==> src/rtl/sram_sp_arb2_pkg.sv <==
// rtl/sram_sp_arb2_pkg.sv - shared constants and helpers for the two-requester SRAM arbiter
package sram_sp_arb2_pkg;

  localparam int ID_WD  = 1;
  localparam int CNT_WD = 16;

  // Number of address bits needed to index n words (ceil(log2(n))).
  function automatic int func_log2(input int n);
    int r;
    r = 0;
    for (int i = 0; i < 31; i++) begin
      if ((1 << i) < n) r = i + 1;
    end
    return r;
  endfunction

endpackage

==> src/rtl/sram_sp_reg_based.sv <==
// rtl/sram_sp_reg_based.sv - single-port register-array SRAM with optional output register
module sram_sp_reg_based
  import sram_sp_arb2_pkg::*;
#(
  parameter int  KNOB_REGOUT = 0,
  parameter int  SIZE        = 8,
  parameter int  DATA_WD     = 16,
  localparam int SIZE_WD     = func_log2(SIZE)
) (
  input  logic               clk,
  input  logic               rstn,
  input  logic [SIZE_WD-1:0] adr_i,
  input  logic               wr_val_i,
  input  logic [DATA_WD-1:0] wr_dat_i,
  input  logic               rd_val_i,
  output logic               rd_val_o,
  output logic [DATA_WD-1:0] rd_dat_o
);

  logic [DATA_WD-1:0] mem [SIZE];
  logic               rd_val_q;
  logic [DATA_WD-1:0] rd_dat_q;

  // Array contents are deliberately left out of reset.
  always_ff @(posedge clk) begin
    if (wr_val_i) mem[adr_i] <= wr_dat_i;
    if (rd_val_i) rd_dat_q <= mem[adr_i];
  end

  always_ff @(posedge clk) begin
    if (!rstn) rd_val_q <= 1'b0;
    else       rd_val_q <= rd_val_i;
  end

  generate
    if (KNOB_REGOUT != 0) begin : g_regout
      logic               rd_val_q2;
      logic [DATA_WD-1:0] rd_dat_q2;

      always_ff @(posedge clk) begin
        if (!rstn) rd_val_q2 <= 1'b0;
        else       rd_val_q2 <= rd_val_q;
        if (rd_val_q) rd_dat_q2 <= rd_dat_q;
      end

      assign rd_val_o = rd_val_q2;
      assign rd_dat_o = rd_dat_q2;
    end else begin : g_direct
      assign rd_val_o = rd_val_q;
      assign rd_dat_o = rd_dat_q;
    end
  endgenerate

endmodule

==> src/rtl/sram_sp_arb2.sv <==
// rtl/sram_sp_arb2.sv - round-robin two-requester arbiter and response router for one SRAM
module sram_sp_arb2
  import sram_sp_arb2_pkg::*;
#(
  parameter int  KNOB_REGOUT = 0,
  parameter int  SIZE        = 8,
  parameter int  DATA_WD     = 16,
  localparam int SIZE_WD     = func_log2(SIZE)
) (
  input  logic               clk,
  input  logic               rstn,
  input  logic               req0_val_i,
  output logic               req0_rdy_o,
  input  logic               req0_wr_i,
  input  logic [SIZE_WD-1:0] req0_adr_i,
  input  logic [DATA_WD-1:0] req0_dat_i,
  output logic               rsp0_val_o,
  output logic [DATA_WD-1:0] rsp0_dat_o,
  input  logic               req1_val_i,
  output logic               req1_rdy_o,
  input  logic               req1_wr_i,
  input  logic [SIZE_WD-1:0] req1_adr_i,
  input  logic [DATA_WD-1:0] req1_dat_i,
  output logic               rsp1_val_o,
  output logic [DATA_WD-1:0] rsp1_dat_o,
  output logic [CNT_WD-1:0]  cnt_cfl_o
);

  localparam int L = 1 + KNOB_REGOUT;

  logic               pri_r;
  logic               gnt0;
  logic               gnt1;
  logic               xfer;
  logic [ID_WD-1:0]   gnt_id;
  logic               gnt_wr;
  logic               conflict;

  logic [SIZE_WD-1:0] sram_adr;
  logic [DATA_WD-1:0] sram_wr_dat;
  logic [DATA_WD-1:0] sram_rd_dat;
  logic               sram_wr_val;
  logic               sram_rd_val;
  logic               sram_rd_val_unused;

  logic [L-1:0]       tag_val;
  logic [ID_WD-1:0]   tag_id [L];
  logic [CNT_WD-1:0]  cnt_r;

  assign conflict = req0_val_i & req1_val_i;

  // Grants are suppressed entirely while reset is held.
  always_comb begin
    gnt0 = 1'b0;
    gnt1 = 1'b0;
    if (rstn) begin
      if (conflict) begin
        gnt0 = ~pri_r;
        gnt1 = pri_r;
      end else begin
        gnt0 = req0_val_i;
        gnt1 = req1_val_i;
      end
    end
  end

  assign req0_rdy_o = gnt0;
  assign req1_rdy_o = gnt1;
  assign xfer       = gnt0 | gnt1;
  assign gnt_id     = ID_WD'(gnt1);

  assign gnt_wr      = gnt1 ? req1_wr_i  : req0_wr_i;
  assign sram_adr    = gnt1 ? req1_adr_i : req0_adr_i;
  assign sram_wr_dat = gnt1 ? req1_dat_i : req0_dat_i;
  assign sram_wr_val = xfer & gnt_wr;
  assign sram_rd_val = xfer & ~gnt_wr;

  always_ff @(posedge clk) begin
    if (!rstn)     pri_r <= 1'b0;
    else if (xfer) pri_r <= ~gnt1;
  end

  // Tag pipeline depth matches SRAM read latency so the last stage lines up with rd_dat_o.
  always_ff @(posedge clk) begin
    if (!rstn) begin
      tag_val <= '0;
    end else begin
      tag_val[0] <= sram_rd_val;
      for (int i = 1; i < L; i++) tag_val[i] <= tag_val[i-1];
    end
    tag_id[0] <= gnt_id;
    for (int i = 1; i < L; i++) tag_id[i] <= tag_id[i-1];
  end

  assign rsp0_val_o = tag_val[L-1] & (tag_id[L-1] == ID_WD'(0));
  assign rsp1_val_o = tag_val[L-1] & (tag_id[L-1] == ID_WD'(1));
  assign rsp0_dat_o = rsp0_val_o ? sram_rd_dat : '0;
  assign rsp1_dat_o = rsp1_val_o ? sram_rd_dat : '0;

  always_ff @(posedge clk) begin
    if (!rstn)
      cnt_r <= '0;
    else if (conflict && (cnt_r != {CNT_WD{1'b1}}))
      cnt_r <= cnt_r + CNT_WD'(1);
  end

  assign cnt_cfl_o = cnt_r;

  sram_sp_reg_based #(
    .KNOB_REGOUT (KNOB_REGOUT),
    .SIZE        (SIZE),
    .DATA_WD     (DATA_WD)
  ) u_sram (
    .clk      (clk),
    .rstn     (rstn),
    .adr_i    (sram_adr),
    .wr_val_i (sram_wr_val),
    .wr_dat_i (sram_wr_dat),
    .rd_val_i (sram_rd_val),
    .rd_val_o (sram_rd_val_unused),
    .rd_dat_o (sram_rd_dat)
  );

endmodule
==> config.mk <==
export PLATFORM = sky130hd
export DESIGN_NAME = sram_sp_arb2
export DESIGN_NICKNAME = d
export VERILOG_FILES = /design/src/rtl/sram_sp_arb2_pkg.sv /design/src/rtl/sram_sp_reg_based.sv /design/src/rtl/sram_sp_arb2.sv
export SDC_FILE = /design/constraint.sdc
export NUM_CORES = 1
export LEC_CHECK = 0
export CAP_MARGIN = 20
export CORE_UTILIZATION = 45
export DETAILED_ROUTE_END_ITERATION = 10
export PLACE_DENSITY = 0.64
export SKIP_CTS_REPAIR_TIMING = 1
export SLEW_MARGIN = 15
export SYNTH_ARGS = -nofsm -noshare
export SYNTH_HDL_FRONTEND = slang
export SYNTH_SLANG_ARGS = --single-unit
==> constraint.sdc <==
create_clock -name clk -period 2.9 [get_ports clk]
set_input_delay 0.29 -clock clk [delete_from_list [all_inputs] [get_ports clk]]
set_output_delay 0.29 -clock clk [all_outputs]
set_load 0.01 [all_outputs]
### After elaboration in Yosys (flattened, before gate mapping)

Memory sizes are Yosys's and may differ from the RTL's. A register that Yosys moved wholly into a read port is not among the register bits.
Cells that the tools add are included.

* memories kept: 2
* register bits after elaboration: 18
* input port bits: 44
* memory bits (writable): 129
* output and inout port bits: 52
* logic and storage cells: 29

* reduce and logical (&&, ||, !) cells: 1
* add/sub/neg operators: 1
* equality and inequality tests: 1
* multiplexer cells: 11
* bitwise logic cells: 10

Memory list
* u_sram.mem: depth 8, bits a word 16, rd ports 1, clocked after Yosys merged registers in 1, wr ports 1, RTL line sram_sp_reg_based.sv:20 `logic [DATA_WD-1:0] mem [SIZE];`
* tag_id: depth 1, bits a word 1, rd ports 1, clocked after Yosys merged registers in 0, wr ports 1, RTL line sram_sp_arb2.sv:47 `logic [ID_WD-1:0] tag_id [L];`

Operators by type and width (count)
* $mux W16: 3
* $add A16 B1 Y16 const B: 1
* $ne A16 B16 Y1 const B: 1
* $mux W1: 7
* $and A1 B1 Y1: 5
* $not A1 Y1: 4
* $mux W3: 1
* $logic_and A1 B1 Y1: 1
* $or A1 B1 Y1: 1

### Depth between registers and ports, before layout

* depth in word-level cells: 7
* gate-level depth with buffers: 8
* depth with buffers taken out: 6

### By module

A second synthesis with hierarchy kept.

* cell total of the unflattened synthesis: 438
* area, all modules: 6861.6 um^2

By module, submodules not included
* sram_sp_reg_based: seq. area each 4344.2 um^2, cells each 270, instances 1, area an instance 5467.7 um^2
* sram_sp_arb2: seq. area each 380.4 um^2, cells each 168, instances 1, area an instance 1393.8 um^2

### Least setup slack after synthesis

Ideal clock, no wire load.

* path type: flip-flop to flip-flop
* start: register pri_r
* end: memory u_sram.mem[1][0], enable pin
* data required time: 2.512 ns
* cell stages (with the launch flop): 9
* setup slack: 0.537 ns
* path buffers: 3
* setup time: 0.388 ns
* arrival time: 1.974 ns
* clock period less this slack: 2.363 ns
* path through: dfxtp_1 nand2b_1 buf_6 nand3_4 and2_4 buf_6 buf_6 nand2b_4 nor2_1

* cells in the longest elaborated chain, start to end: 7
* elaborated cells on any way between the ends: 11
* classes of those cells: 8 x mux; 3 x bitwise

Ends and longest elaborated chain
* start: declaration: RTL line sram_sp_arb2.sv:31 `logic pri_r;`
* start signal: assignment: RTL line sram_sp_arb2.sv:80 `else if (xfer) pri_r <= ~gnt1;`
* $not A1 Y1: RTL line sram_sp_arb2.sv:58 `gnt0 = ~pri_r;`
* $mux W1: RTL line sram_sp_arb2.sv:57 `if (conflict) begin`
* $mux W1: RTL line sram_sp_arb2.sv:56 `if (rstn) begin`
* $or A1 B1 Y1: RTL line sram_sp_arb2.sv:69 `assign xfer = gnt0 | gnt1;`
* $and A1 B1 Y1: RTL line sram_sp_arb2.sv:75 `assign sram_wr_val = xfer & gnt_wr;`
* $mux W1: RTL line sram_sp_reg_based.sv:26 `if (wr_val_i) mem[adr_i] <= wr_dat_i;`
* $mux W1 (implied by the code): RTL line sram_sp_reg_based.sv:26
* end: declaration: RTL line sram_sp_reg_based.sv:20

Several ways; a longest one is shown, not always the timed one.

### Final worst setup path

* start: register pri_r
* end: output req1_rdy_o

* cells in the longest elaborated chain, start to end: 2

Ends and longest elaborated chain
* $mux W1: RTL line sram_sp_arb2.sv:57
* $mux W1: RTL line sram_sp_arb2.sv:56
* end: declaration: RTL line sram_sp_arb2.sv:20 `output logic req1_rdy_o,`

Every way passes these cells.

==> results.md <==
* Tmin final at 2660 ps
* Status: completed
* Area Overhead vs Synth at 23.5%
* Average cell area after synthesis at 12.5 sq um
* GP Congestion at 0.864
* Fillers at 1373
* Die Area at 18000 sq um
* Final Max Tran Viols at 0
* Clk buf depth at 2
* Critical setup path kind: flip-flop to output port
* Antenna cells at 0
* Hold Violations, Final at 0
* CTS buffer count at 17
* Final Cycle Share at 91.7%
* Critical path fanouts, max at 19
* Max Clock Skew at 5.23 ps
* Sw Share at 24.3%
* Antenna violations before repair at 0
* PortBufs at 95
* Clock latency at the later pin of the worst-skew pair at 430 ps
* Synth Net Count at 673
* First-pass iteration count of the detailed router at 5
* Distinct cells, synth at 59
* Arr. time, crit path at 2370 ps
* Critical Path RT at 2610 ps
* Via/cell ratio at 5.91
* Final WL at 19800 microns
* Final ANT Viol Nets at 0
* Fin area at 9730 sq um
* Max cap viols at 0
* FFs w/ async S/R, synth at 0%
* Synth Flop Type: edfxtp_1
* Via Count at 5725
* Peak VDD IR at 0.000436 V
* Initial Util at 46.8%
* Fin nets at 781
* Syn. warnings at 0
* Setup tns final at 0 ps
* Internal Dissipation at 4.06 mW
* # DRC at 0
* Post-synthesis cell area at 7870 sq um
* Min-Delay Path Class: primary input to flip-flop
* Fin Hold WS at 487 ps
* Tot GR Track Use at 23.0%
* Vias in the first global route at 5667
* Largest area contributor in the netlist: edfxtp_1
* H-tree depth at 4
* Power share of the sequential group at 49.3%
* Largest cells by area after synthesis: edfxtp_1, dfxtp_1, nand2_1
* # rows at 47
* # IOs at 96
* Die height at 134 microns
* RSZ-0062 raised after global routing: false
* Top cell type's share of synthesized area at 54.9%
* Grt total ovfl at 0
* Leakage at 3.42 nW
* Total Power at 5.37 mW
* Slew margin rel. at 53.2%
* Comb power frac at 10.9%
* Post-synthesis cell count at 628
* Most common cell in the netlist: edfxtp_1
* Clk slew on worst S/H paths at 60 ps
* NetSw at 1.31 mW
* CP endpoint kind: output port
* Layout cell share with drive strength beyond 1 at 12.3%
* CTS root buffer: clkbuf_16
* Final core utilization at 57.8%
* Wire length per cell at 20.4 microns
* Slew @ Worst Pin at 702 ps
* Chip width at 134 microns
* Power per Cell Area at 552 nW/um^2
* Number of flops mapped to enable cells by yosys at 144
* Sink Count at 163
* Seq cells post-synth at 163
* Final setup viols at 0
* Largest net degree at the start of global routing at 37
* Post-DP Area at 9170 sq um
* CTS tree: yes
* DP HPWL at 13400 microns
* Max Clk Rate at 376 MHz
* Clock Power Share at 39.8%
* Crit start category: flip-flop
* First-pass GRT wire length at 30600 microns
* 1st-iter DRT viols at 387
* Post-synthesis sequential area ratio at 59.8%
* Synth top cells by count: edfxtp_1, nand2_1, nand2b_1
* Core area at 16800 sq um
[final cells by class]
type                            instances  area (sq um)  area share [%]
Tap cell                              220           275            2.83
Timing Repair Buffer                  138          1290            13.3
Clock buffer                           19           433            4.45
Inverter                                8          30.0           0.309
Clock inverter                         13           125            1.29
Sequential cell                       163          4700            48.4
Multi-Input combinational cell        408          2860            29.4
[worst paths after layout]
kind | end | slack, ps | from | cells after the start
hold reg to reg | cnt_cfl_o[1]$_SDFFE_PN0P_ | 520 | cnt_cfl_o[1]$_SDFFE_PN0P_ | 2
setup reg to reg | u_sram.rd_dat_o[12]$_DFFE_PP_ | 650 | pri_r$_SDFFE_PN0P_ | 7
setup / recovery | req1_rdy_o | 240 | pri_r$_SDFFE_PN0P_ | 5
hold / removal | tag_val$_SDFF_PN0_ | 490 | req0_wr_i | 2
[worst max-delay path: stages, from the launching register on]
cell,delay (ps)
dfxtp_1,410
nand2b_1,310
nand2_8,150
inv_2,180
buf_4,270
clkdlybuf4s50_1,600
[metal layers]
layer  track usage, %  share of wire [%]  vias to the layer above
met5                0                  0                        -
met4             11.1                2.9                        0
met3             5.44                6.3                       47
met2             38.8                 51                      217
met1             27.7                 39                     2817
li1                 -                  -                     2644
[registers in the layout, summed over array words and instances, names as in the netlist]
signal / cells
u_sram.rd_dat_o: 16
tag_id: 1
cnt_cfl_o: 16
pri_r: 1
u_sram.mem: 128
tag_val: 1
[per-stage QoR]
| step | std cells | setup slack [ps] |
|---|---|---|
| 2_1_floorplan | 628 | 537 |
| 3_3_place_gp | 937 | 258 |
| 3_5_place_dp | 937 | 192 |
| 4_1_cts | 969 | 213 |
| 5_1_grt | 969 | 98.0 |
| 6_report | 969 | 240 |
[placed cells by master (no fill, tap or decap), types with 3 or more instances in the layout]
cell type,instances
edfxtp_1,144
clkdlybuf4s50_1,94
nand2_1,86
buf_4,41
nand2b_1,32
mux2i_1,31
a22oi_1,30
nor4b_1,30
a311oi_1,30
nor2_1,23
and2_1,20
and3_1,20
dfxtp_1,19
clkbuf_16,17
o221ai_1,16
o22a_1,15
inv_1,7
xnor2_1,7
nand3_1,6
a21oi_1,6
nor3_1,6
nand4_1,5
xor2_1,4
nor4_1,3
clkinv_4,3
inv_6,3
clkinvlp_4,3
[power by group through the flow]
stage	sequential [mW]	combinational [mW]	clock, mW
after floorplan	2.69	0.354	0
after global placement	2.70	0.568	0
after detailed placement	2.70	0.584	0
after CTS	2.65	0.586	2.17
after global routing	2.65	0.630	2.27
final	2.65	0.586	2.14
[kinds of logic after synthesis]
family	synth area share, %
compound gates	12.5
mux	4.23
buf+inv	3.86
simple gates	18.2
fa+ha+maj	0.159
xor+xnor	1.22
flops	59.8
No activity file was read; power rests on OpenSTA's default activity.
